**src/rtl/ring_dispatcher_pkg.sv**
```systemverilog
// Shared helpers for the ring dispatcher slice.
package ring_dispatcher_pkg;

  // Next index around a ring of n entries.
  function automatic int wrap_inc(input int idx, input int n);
    return (idx + 1 >= n) ? 0 : idx + 1;
  endfunction

endpackage

```
**src/rtl/onehot_priority_encoder.sv**
```systemverilog
// Keeps only the lowest set request bit.
module onehot_priority_encoder #(
  parameter int WIDTH = 4
) (
  input  logic [WIDTH-1:0] i_req,
  output logic [WIDTH-1:0] o_onehot
);

  assign o_onehot = i_req & (~i_req + WIDTH'(1));

endmodule

```
**src/rtl/ring_dispatcher_slot.sv**
```systemverilog
// One output register slot: holds a word until the downstream port takes it.
module ring_dispatcher_slot #(
  parameter int DATA_WIDTH = 8
) (
  input  logic                  i_clock,
  input  logic                  i_aresetn,
  input  logic                  i_clear,
  input  logic                  i_wr_en,
  input  logic [DATA_WIDTH-1:0] i_wr_data,
  input  logic                  i_rd_ready,
  output logic                  o_valid,
  output logic [DATA_WIDTH-1:0] o_data,
  output logic                  o_avail
);

  logic                  valid_q, valid_d;
  logic [DATA_WIDTH-1:0] data_q, data_d;

  always_comb begin
    valid_d = valid_q;
    // A write in the same cycle as a drain keeps the slot occupied.
    if (i_wr_en)                     valid_d = 1'b1;
    else if (valid_q && i_rd_ready)  valid_d = 1'b0;
    if (i_clear)                     valid_d = 1'b0;
    data_d = i_wr_en ? i_wr_data : data_q;
  end

  always_ff @(posedge i_clock or negedge i_aresetn) begin
    if (!i_aresetn) valid_q <= 1'b0;
    else            valid_q <= valid_d;
  end

  always_ff @(posedge i_clock) data_q <= data_d;

  assign o_valid = valid_q;
  assign o_data  = data_q;
  assign o_avail = ~valid_q | i_rd_ready;

endmodule

```
**src/rtl/rotate.sv**
```systemverilog
// Barrel rotate of a WIDTH-bit vector; LEFT=0 rotates right (toward bit 0).
module rotate #(
  parameter int WIDTH = 4,
  parameter bit LEFT  = 1'b0
) (
  input  logic [WIDTH-1:0]         i_data,
  input  logic [$clog2(WIDTH)-1:0] i_amount,
  output logic [WIDTH-1:0]         o_data
);

  always_comb begin
    o_data = '0;
    for (int i = 0; i < WIDTH; i++) begin
      if (LEFT) o_data[i] = i_data[(i - int'(i_amount) + WIDTH) % WIDTH];
      else      o_data[i] = i_data[(i + int'(i_amount)) % WIDTH];
    end
  end

endmodule

```
**src/rtl/ring_dispatcher.sv**
```systemverilog
// Round-robin dispatcher: each input word goes to the next available output slot.
module ring_dispatcher
  import ring_dispatcher_pkg::*;
#(
  parameter int PORTS      = 4,
  parameter int DATA_WIDTH = 8
) (
  input  logic                        i_clock,
  input  logic                        i_aresetn,
  input  logic                        i_clear,
  input  logic [DATA_WIDTH-1:0]       i_data,
  input  logic                        i_input_valid,
  output logic                        o_input_ready,
  output logic [PORTS*DATA_WIDTH-1:0] o_data,
  output logic [PORTS-1:0]            o_output_valid,
  input  logic [PORTS-1:0]            i_output_ready,
  output logic                        o_accept,
  output logic                        o_transmit
);

  localparam int IDX_W = $clog2(PORTS);

  logic [IDX_W-1:0] last_written_q, last_written_d, start, pick_idx;
  logic [PORTS-1:0] avail, avail_rot, pick_rot, pick, wr_en;
  logic             accept;

  assign start = IDX_W'(wrap_inc(int'(last_written_q), PORTS));

  // Search starts just after the last written port: rotate so it sits at bit 0,
  // take the lowest available, then rotate the one-hot back.
  rotate #(.WIDTH(PORTS), .LEFT(1'b0)) u_rot_in (
    .i_data(avail), .i_amount(start), .o_data(avail_rot)
  );
  onehot_priority_encoder #(.WIDTH(PORTS)) u_enc (
    .i_req(avail_rot), .o_onehot(pick_rot)
  );
  rotate #(.WIDTH(PORTS), .LEFT(1'b1)) u_rot_out (
    .i_data(pick_rot), .i_amount(start), .o_data(pick)
  );

  always_comb begin
    pick_idx = '0;
    for (int p = 0; p < PORTS; p++)
      if (pick[p]) pick_idx = IDX_W'(p);
  end

  assign o_input_ready = |avail;
  assign accept        = i_input_valid & o_input_ready;
  assign wr_en         = {PORTS{accept}} & pick;
  assign o_accept      = accept;
  assign o_transmit    = |(o_output_valid & i_output_ready);

  always_comb begin
    last_written_d = accept ? pick_idx : last_written_q;
    if (i_clear) last_written_d = IDX_W'(PORTS - 1);
  end

  always_ff @(posedge i_clock or negedge i_aresetn) begin
    if (!i_aresetn) last_written_q <= IDX_W'(PORTS - 1);
    else            last_written_q <= last_written_d;
  end

  for (genvar p = 0; p < PORTS; p++) begin : g_slot
    ring_dispatcher_slot #(.DATA_WIDTH(DATA_WIDTH)) u_slot (
      .i_clock    (i_clock),
      .i_aresetn  (i_aresetn),
      .i_clear    (i_clear),
      .i_wr_en    (wr_en[p]),
      .i_wr_data  (i_data),
      .i_rd_ready (i_output_ready[p]),
      .o_valid    (o_output_valid[p]),
      .o_data     (o_data[p*DATA_WIDTH +: DATA_WIDTH]),
      .o_avail    (avail[p])
    );
  end

endmodule

```
**config.mk**
```make
export PLATFORM = sky130hd
export DESIGN_NAME = ring_dispatcher
export DESIGN_NICKNAME = d
export VERILOG_FILES = /design/src/rtl/ring_dispatcher_pkg.sv /design/src/rtl/onehot_priority_encoder.sv /design/src/rtl/ring_dispatcher_slot.sv /design/src/rtl/rotate.sv /design/src/rtl/ring_dispatcher.sv
export SDC_FILE = /design/constraint.sdc
export NUM_CORES = 1
export LEC_CHECK = 0
export BUFFER_PORTS_ARGS = -buffer_cell sky130_fd_sc_hd__buf_2
export CAP_MARGIN = 20
export CORE_MARGIN = 5
export CORE_UTILIZATION = 43
export DETAILED_ROUTE_END_ITERATION = 10
export PLACE_DENSITY_LB_ADDON = 0.08
export SYNTH_ARGS = -nofsm -noshare
export SYNTH_HDL_FRONTEND = slang
export SYNTH_SLANG_ARGS = --single-unit
```
**constraint.sdc**
```tcl
create_clock -name i_clock -period 2.1 [get_ports i_clock]
set_clock_uncertainty 0.15 [all_clocks]
set_input_delay 0.525 -clock i_clock [delete_from_list [all_inputs] [get_ports i_clock]]
set_output_delay 0.525 -clock i_clock [all_outputs]
set_load 0.01 [all_outputs]
```
==> results of run 1 <==
## through the flow
stage	cell area [µm²]	setup slack, ns
final	2092	-0.2602
after global routing	2092	-0.3261
after global placement	1896	-0.1906
after detailed placement	1896	-0.2055
after floorplan	1450	-0.002164
after CTS	2042	-0.2574
## registers in the layout, summed over array words and instances, names as in the netlist
register,count
g_slot.u_slot.o_valid,4
last_written_q,2
g_slot.u_slot.o_data,32
## synthesized netlist by cell type (all sizes together)
cell type and instances:
a21oi 6, a221oi 1, a22oi 2, a311oi 1, a31oi 2, and2 1
and2b 1, buf 4, dfrtp 4, dfstp 2, edfxtp 32, ha 1
inv 4, nand2 4, nand2b 4, nor2 9, nor2b 2, nor3 2
o211ai 1, o21a 1, o21ai 5, or2 1, or2b 1, or4 1
## critical path, stage by stage (launching register included)
cell and delay [ns]:
dfrtp_1 0.42, nand2b_1 0.12, or4_4 0.58, nand2_4 0.09, inv_4 0.03, buf_6 0.11
## worst max path at each step
stage                     cells after the start  slack (ns)                         end                      from
after global placement                        8       -0.19  g_slot[1].u_slot.o_data[3]         i_output_ready[0]
after detailed placement                      8       -0.21  g_slot[1].u_slot.o_data[5]         i_output_ready[0]
after CTS                                     5       -0.26                    o_accept  g_slot[0].u_slot.o_valid
after floorplan                               4      -0.002                    o_accept         i_output_ready[2]
final                                         5       -0.26                    o_accept  g_slot[1].u_slot.o_valid
after global routing                          5       -0.33                    o_accept  g_slot[1].u_slot.o_valid
## timing repair
action | CTS | global route
setup buffers | 2 | 2
setup endpoints to repair | 26 | 26
hold endpoints to repair | 4 | 0
hold buffers | 1 | 0
resized for setup | 3 | 7
pin swaps | 2 | 2
## area by class of cell
class | count | area, µm² | share of cell area, %
sequential | 38 | 1114 | 53.23
timing repair buffer | 77 | 464.2 | 22.19
multi-input combinational | 46 | 332.8 | 15.91
clock inverter | 3 | 68.82 | 3.289
tap | 46 | 57.56 | 2.751
clock buffer | 5 | 37.54 | 1.794
inverter | 4 | 17.52 | 0.8373
## cells by family after synthesis
logic type	count (synthesis)
simple gates	26
buf+inv	8
compound gates	19
flops	38
fa+ha+maj	1
## metal layers
metal | track usage (%) | share of wire [%] | wire length, µm | vias up
met2 | 23.82 | 51 | 1692 | 51
met3 | 4.762 | 6.4 | 212 | 9
met5 | 0 | 0 | 0 | -
met4 | 4.715 | 1.8 | 60 | 0
met1 | 18.55 | 40 | 1337 | 497
li1 | - | - | - | 497
## power groups by stage
stage,clock [mW],sequential [mW],combinational [mW]
after CTS,0.623,0.906,0.311
after global placement,0,0.921,0.293
final,0.608,0.909,0.343
after floorplan,0,0.946,0.115
after global routing,0.661,0.914,0.374
after detailed placement,0,0.923,0.298
==> run_results.csv, run 1 <==
group,metric,value,unit
run,max_cap_viol_count,0,
pwr,power,1.859,mW
sta,post-route-period-util,112.4,%
pwr,p_sw_share,23.48,%
synth,synth.distinct_cells,29,
routing,viasPerCell,4.813,
sta,worst_pin_slew,0.4798,ns
pwr,irDropWorstVdd,663.2,µV
synth,synth-seq-area-share,77.26,%
final_layout,final_nets,189,
floorplanning,start_util,43.89,%
worst_setup_path,r2r-start,"last_written_q[1]",
final_layout,fillerInstances,258,
clock_tree,htree_levels,2,
sta,timing.fmax,423.7,MHz
floorplanning,die_h,67.90,µm
pwr,p_int,1.422,mW
routing,drcViolationCount,0,
synth,synth_top_area_share,66.67,%
synth,syn-cell-area,1441,µm²
routing,vias,1054,
floorplanning,ios,55,
global_route,grt_pass1_vias,1020,
worst_setup_path,endpoint_kind,"primary output",
synth,synth_top_cell_by_area,"edfxtp_1",
placement,dp_hpwl,2365,µm
final_layout,final_cell_mix,"buf_2, edfxtp_1, buf_4, nor2_1, a21oi_1",
sta,setup_slack,-0.2602,ns
worst_setup_path,ff2ff_path_depth,5,
pwr,comb_power_share,18.4,%
min_path,whs_path_depth,1,
clock_tree,cts_tree,"done",
final_layout,finish.utilization,63.70,%
global_route,grt_max_degree,14,
min_path,hp-start,"i_data[7]",
routing,ant_nets,0,
sta,finalHoldViolations,0,
pwr,p_clk_share,32.7,%
sta,finalCriticalPeriod,2.360,ns
sta,holdWs,0.2527,ns
routing,wirelength,3303,µm
synth,synth_xor_area_share,0,%
worst_setup_path,r2r_slack,-0.02,ns
floorplanning,core,3284,µm²
placement,gp_congestion,0.7787,
worst_setup_path,cp.required,1.42,ns
final_layout,layout-drive-gt1-share,57.80,%
pwr,seq_power_share,48.9,%
synth,syn_nets,109,
worst_setup_path,worstSetupPathType,"flop to primary output",
synth,synthMuxAreaShare,0,%
outcome,violations,"negative setup slack",
global_route,antenna_found_initial,0,
worst_setup_path,reg2reg_to,"g_slot[2].u_slot.o_data[2]",
clock_tree,cts.clk_slew.worst_paths,0.12,ns
clock_tree,clk_latency,0.33,ns
clock_tree,cts_root_buf,"clkbuf_4",
sta,setup_viol,10,
routing,routedWlPerCell,15.08,µm
global_route,grtUsageTotal,14.64,%
synth,synth_fa_ha_area_share,0.8681,%
pwr,leakage,0.8766,nW
global_route,grt_overflow,0,
clock_tree,cts.path.max_buffers,2,
routing,first_pass_iters,4,
floorplanning,die_area,4610,µm²
synth,postSynthCellCount,92,
final_layout,layout.cells.non_filler,219,
worst_setup_path,start_kind,"flop",
floorplanning,rows,21,
clock_tree,clock_sinks,38,
min_path,hold_path.class,"input port to flop",
min_path,worstHoldEndpoint,"g_slot[0].u_slot.o_data[7]",
clock_tree,numCtsBuffers,5,
synth,ys_seq_elements,38,
final_layout,diodes,0,
placement,numPortBuffers,54,
synth,yosysWarnings,0,
sta,rsz0062_at_grt,"yes",
synth,syn_avg_cell_area,15.67,µm²
worst_setup_path,path_max_fanout,4,
final_layout,final_common_cell,"buf_2",
pwr,p_per_area,888.5,nW/µm²
synth,yosys.area_share.simple,10.76,%
sta,timing.setup.tns,-0.5723,ns
synth,netlist_top_cells_area,"edfxtp_1, dfrtp_1, dfstp_2, nor2_1, a21oi_1",
sta,relSlewSlack,67.95,%
global_route,grt_pass1_wl,4747,µm
outcome,outcome,"complete, but fails checks",
synth,synth_compound_area_share,7.986,%
synth,synth_top_family_by_area,"simple AND/OR/NAND/NOR gates",
placement,placed_cells,206,
final_layout,synthToLayoutAreaGrowth,45.14,%
worst_setup_path,arrival,1.69,ns
floorplanning,fp.dieW,67.90,µm
sta,slew_viol_final,0,
routing,drt_iter0_drc,43,
pwr,power.switching,0.4365,mW
No activity file was read; power rests on OpenSTA's default activity.
==> run 2: changes to the inputs <==
--- a/config.mk
+++ b/config.mk
@@ -9,8 +9,9 @@
 export CAP_MARGIN = 20
 export CORE_MARGIN = 5
 export CORE_UTILIZATION = 43
+export CTS_CLUSTER_SIZE = 25
 export DETAILED_ROUTE_END_ITERATION = 10
-export PLACE_DENSITY_LB_ADDON = 0.08
+export PLACE_DENSITY = 0.72
 export SYNTH_ARGS = -nofsm -noshare
 export SYNTH_HDL_FRONTEND = slang
 export SYNTH_SLANG_ARGS = --single-unit
==> run 2 against run 1 <==
Net effect:
- highest routed layer unchanged
- combinational power grew 3%
- first-iteration DRC count is the same
- largest cell class unchanged
- total power grew 0.78%
- the run still ends with negative setup slack left
- sequential power is essentially flat
- clock power grew 0.7%
==> run_results.csv, run 2 (same netlist as run 1, synthesis figures left out) <==
group,metric,value,unit
worst_setup_path,path_max_fanout,2,
clock_tree,clk_latency,0.33,ns
pwr,leakage,0.8852,nW
outcome,violations,"negative setup slack",
global_route,antenna_found_initial,0,
floorplanning,core,3284,µm²
final_layout,largest_reg_flops,32,
clock_tree,htree_levels,2,
routing,vias,1046,
final_layout,final_nets,190,
worst_setup_path,worstSetupPathType,"flop to primary output",
worst_setup_path,arrival,1.62,ns
pwr,p_per_area,887.5,nW/µm²
worst_setup_path,endpoint_kind,"primary output",
global_route,grt_max_degree,14,
routing,wirelength,3291,µm
final_layout,fillerInstances,248,
placement,gp_congestion,0.8474,
global_route,grtUsageTotal,15.03,%
run,max_cap_viol_count,0,
final_layout,final_cell_mix,"buf_2, edfxtp_1, buf_4, nor2_1, a21oi_1",
routing,drt_iter0_drc,43,
placement,dp_hpwl,2432,µm
sta,timing.fmax,435.5,MHz
routing,viasPerCell,4.755,
sta,post-route-period-util,109.3,%
pwr,irDropWorstVdd,403.7,µV
clock_tree,numCtsBuffers,5,
sta,slew_viol_final,0,
clock_tree,cts.clk_slew.worst_paths,0.12,ns
sta,setup_viol,2,
final_layout,finish.utilization,64.27,%
final_layout,synthToLayoutAreaGrowth,46.44,%
routing,first_pass_iters,4,
sta,finalHoldViolations,0,
placement,numPortBuffers,54,
floorplanning,die_h,67.90,µm
sta,setup_slack,-0.1961,ns
sta,relSlewSlack,72.68,%
final_layout,final_common_cell,"buf_2",
floorplanning,rows,21,
clock_tree,cts.path.max_buffers,2,
sta,holdWs,0.2475,ns
min_path,hold_path.class,"input port to flop",
worst_setup_path,start_kind,"flop",
sta,rsz0062_at_grt,"yes",
outcome,outcome,"complete, but fails checks",
floorplanning,fp.dieW,67.90,µm
global_route,grt_overflow,0,
worst_setup_path,startpoint,"g_slot[0].u_slot.o_valid",
clock_tree,clock_sinks,38,
global_route,grt_pass1_wl,4878,µm
final_layout,layout-drive-gt1-share,60.34,%
worst_setup_path,cp.required,1.42,ns
sta,worst_pin_slew,0.4093,ns
final_layout,diodes,0,
floorplanning,ios,55,
min_path,hp-start,"i_data[3]",
clock_tree,cts_root_buf,"clkbuf_4",
routing,drcViolationCount,0,
floorplanning,die_area,4610,µm²
clock_tree,cts_tree,"done",
sta,finalCriticalPeriod,2.296,ns
worst_setup_path,r2r-start,"last_written_q[0]",
global_route,grt_pass1_vias,1070,
routing,ant_nets,0,
floorplanning,start_util,43.89,%
routing,routedWlPerCell,14.96,µm
## run 2: cell types whose count changed in the layout (fill, tap and decap cells not counted), sizes merged
cell | previous run | this run
buf | 76 | 77
## run 2: repair_timing
item | 4_1_cts | 5_1_grt
setup buffers | 4 | 2
resized for setup | 4 | 13
endpoints found under the hold margin | 4 | 0
pin swaps | 2 | 4
endpoints found under the setup margin | 11 | 27
hold buffers | 1 | 0
## run 2: path summary, 6_finish.rpt
| kind | endpoint | slack, ns | cells past startpoint |
|---|---|---|---|
| min in group asynchronous | g_slot[2].u_slot.o_valid | 0.37 | 2 |
| max reg2reg | g_slot[1].u_slot.o_data[6] | 0.09 | 6 |
| min | g_slot[2].u_slot.o_data[3] | 0.25 | 1 |
| max in group asynchronous | last_written_q[0] | 1.21 | 2 |
| min reg2reg | last_written_q[1] | 0.49 | 2 |
| max | o_accept | -0.20 | 5 |
## run 2: through the flow
step,TNS [ns],total power [mW],setup slack (ns),instances,instance area [µm²]
CTS,-0.3419,1.853,-0.2097,218,2047
global placement,-2.732,1.195,-0.1729,205,1876
finish,-0.3135,1.873,-0.1961,220,2111
floorplan,-0.002164,1.062,-0.002164,92,1450
detailed placement,-3.266,1.209,-0.1754,205,1876
global route,-0.4982,1.968,-0.2841,220,2111
## run 2: cell type report
class | count | area [µm²] | share of cell area (%)
tap | 46 | 57.56 | 2.727
timing repair buffer | 78 | 462.9 | 21.93
multi-input combinational | 46 | 350.3 | 16.60
inverter | 4 | 20.02 | 0.9484
sequential | 38 | 1114 | 52.76
clock inverter | 3 | 68.82 | 3.260
clock buffer | 5 | 37.54 | 1.778
## run 2: metal layers
metal  vias up  global-route usage, %  share of wire (%)
met1       490                  15.98                 39
met3         8                  5.090                7.3
met2        46                  26.61                 51
met5         -                      0                  0
met4         0                  7.196                2.2
li1        502                      -                  -
## run 2: power breakdown
group / leakage [nW] / switching (mW) / internal (mW)
registers: 0.368 / 0.0193 / 0.889
logic: 0.461 / 0.186 / 0.167
clock network: 0.0554 / 0.240 / 0.372
total: 0.885 / 0.446 / 1.43
## run 2: worst max-delay path: stages, from the launching register on
cell and delay [ns]:
dfrtp_1 0.35, or2b_1 0.25, or4_4 0.44, nand2_4 0.10, inv_4 0.03, buf_6 0.11
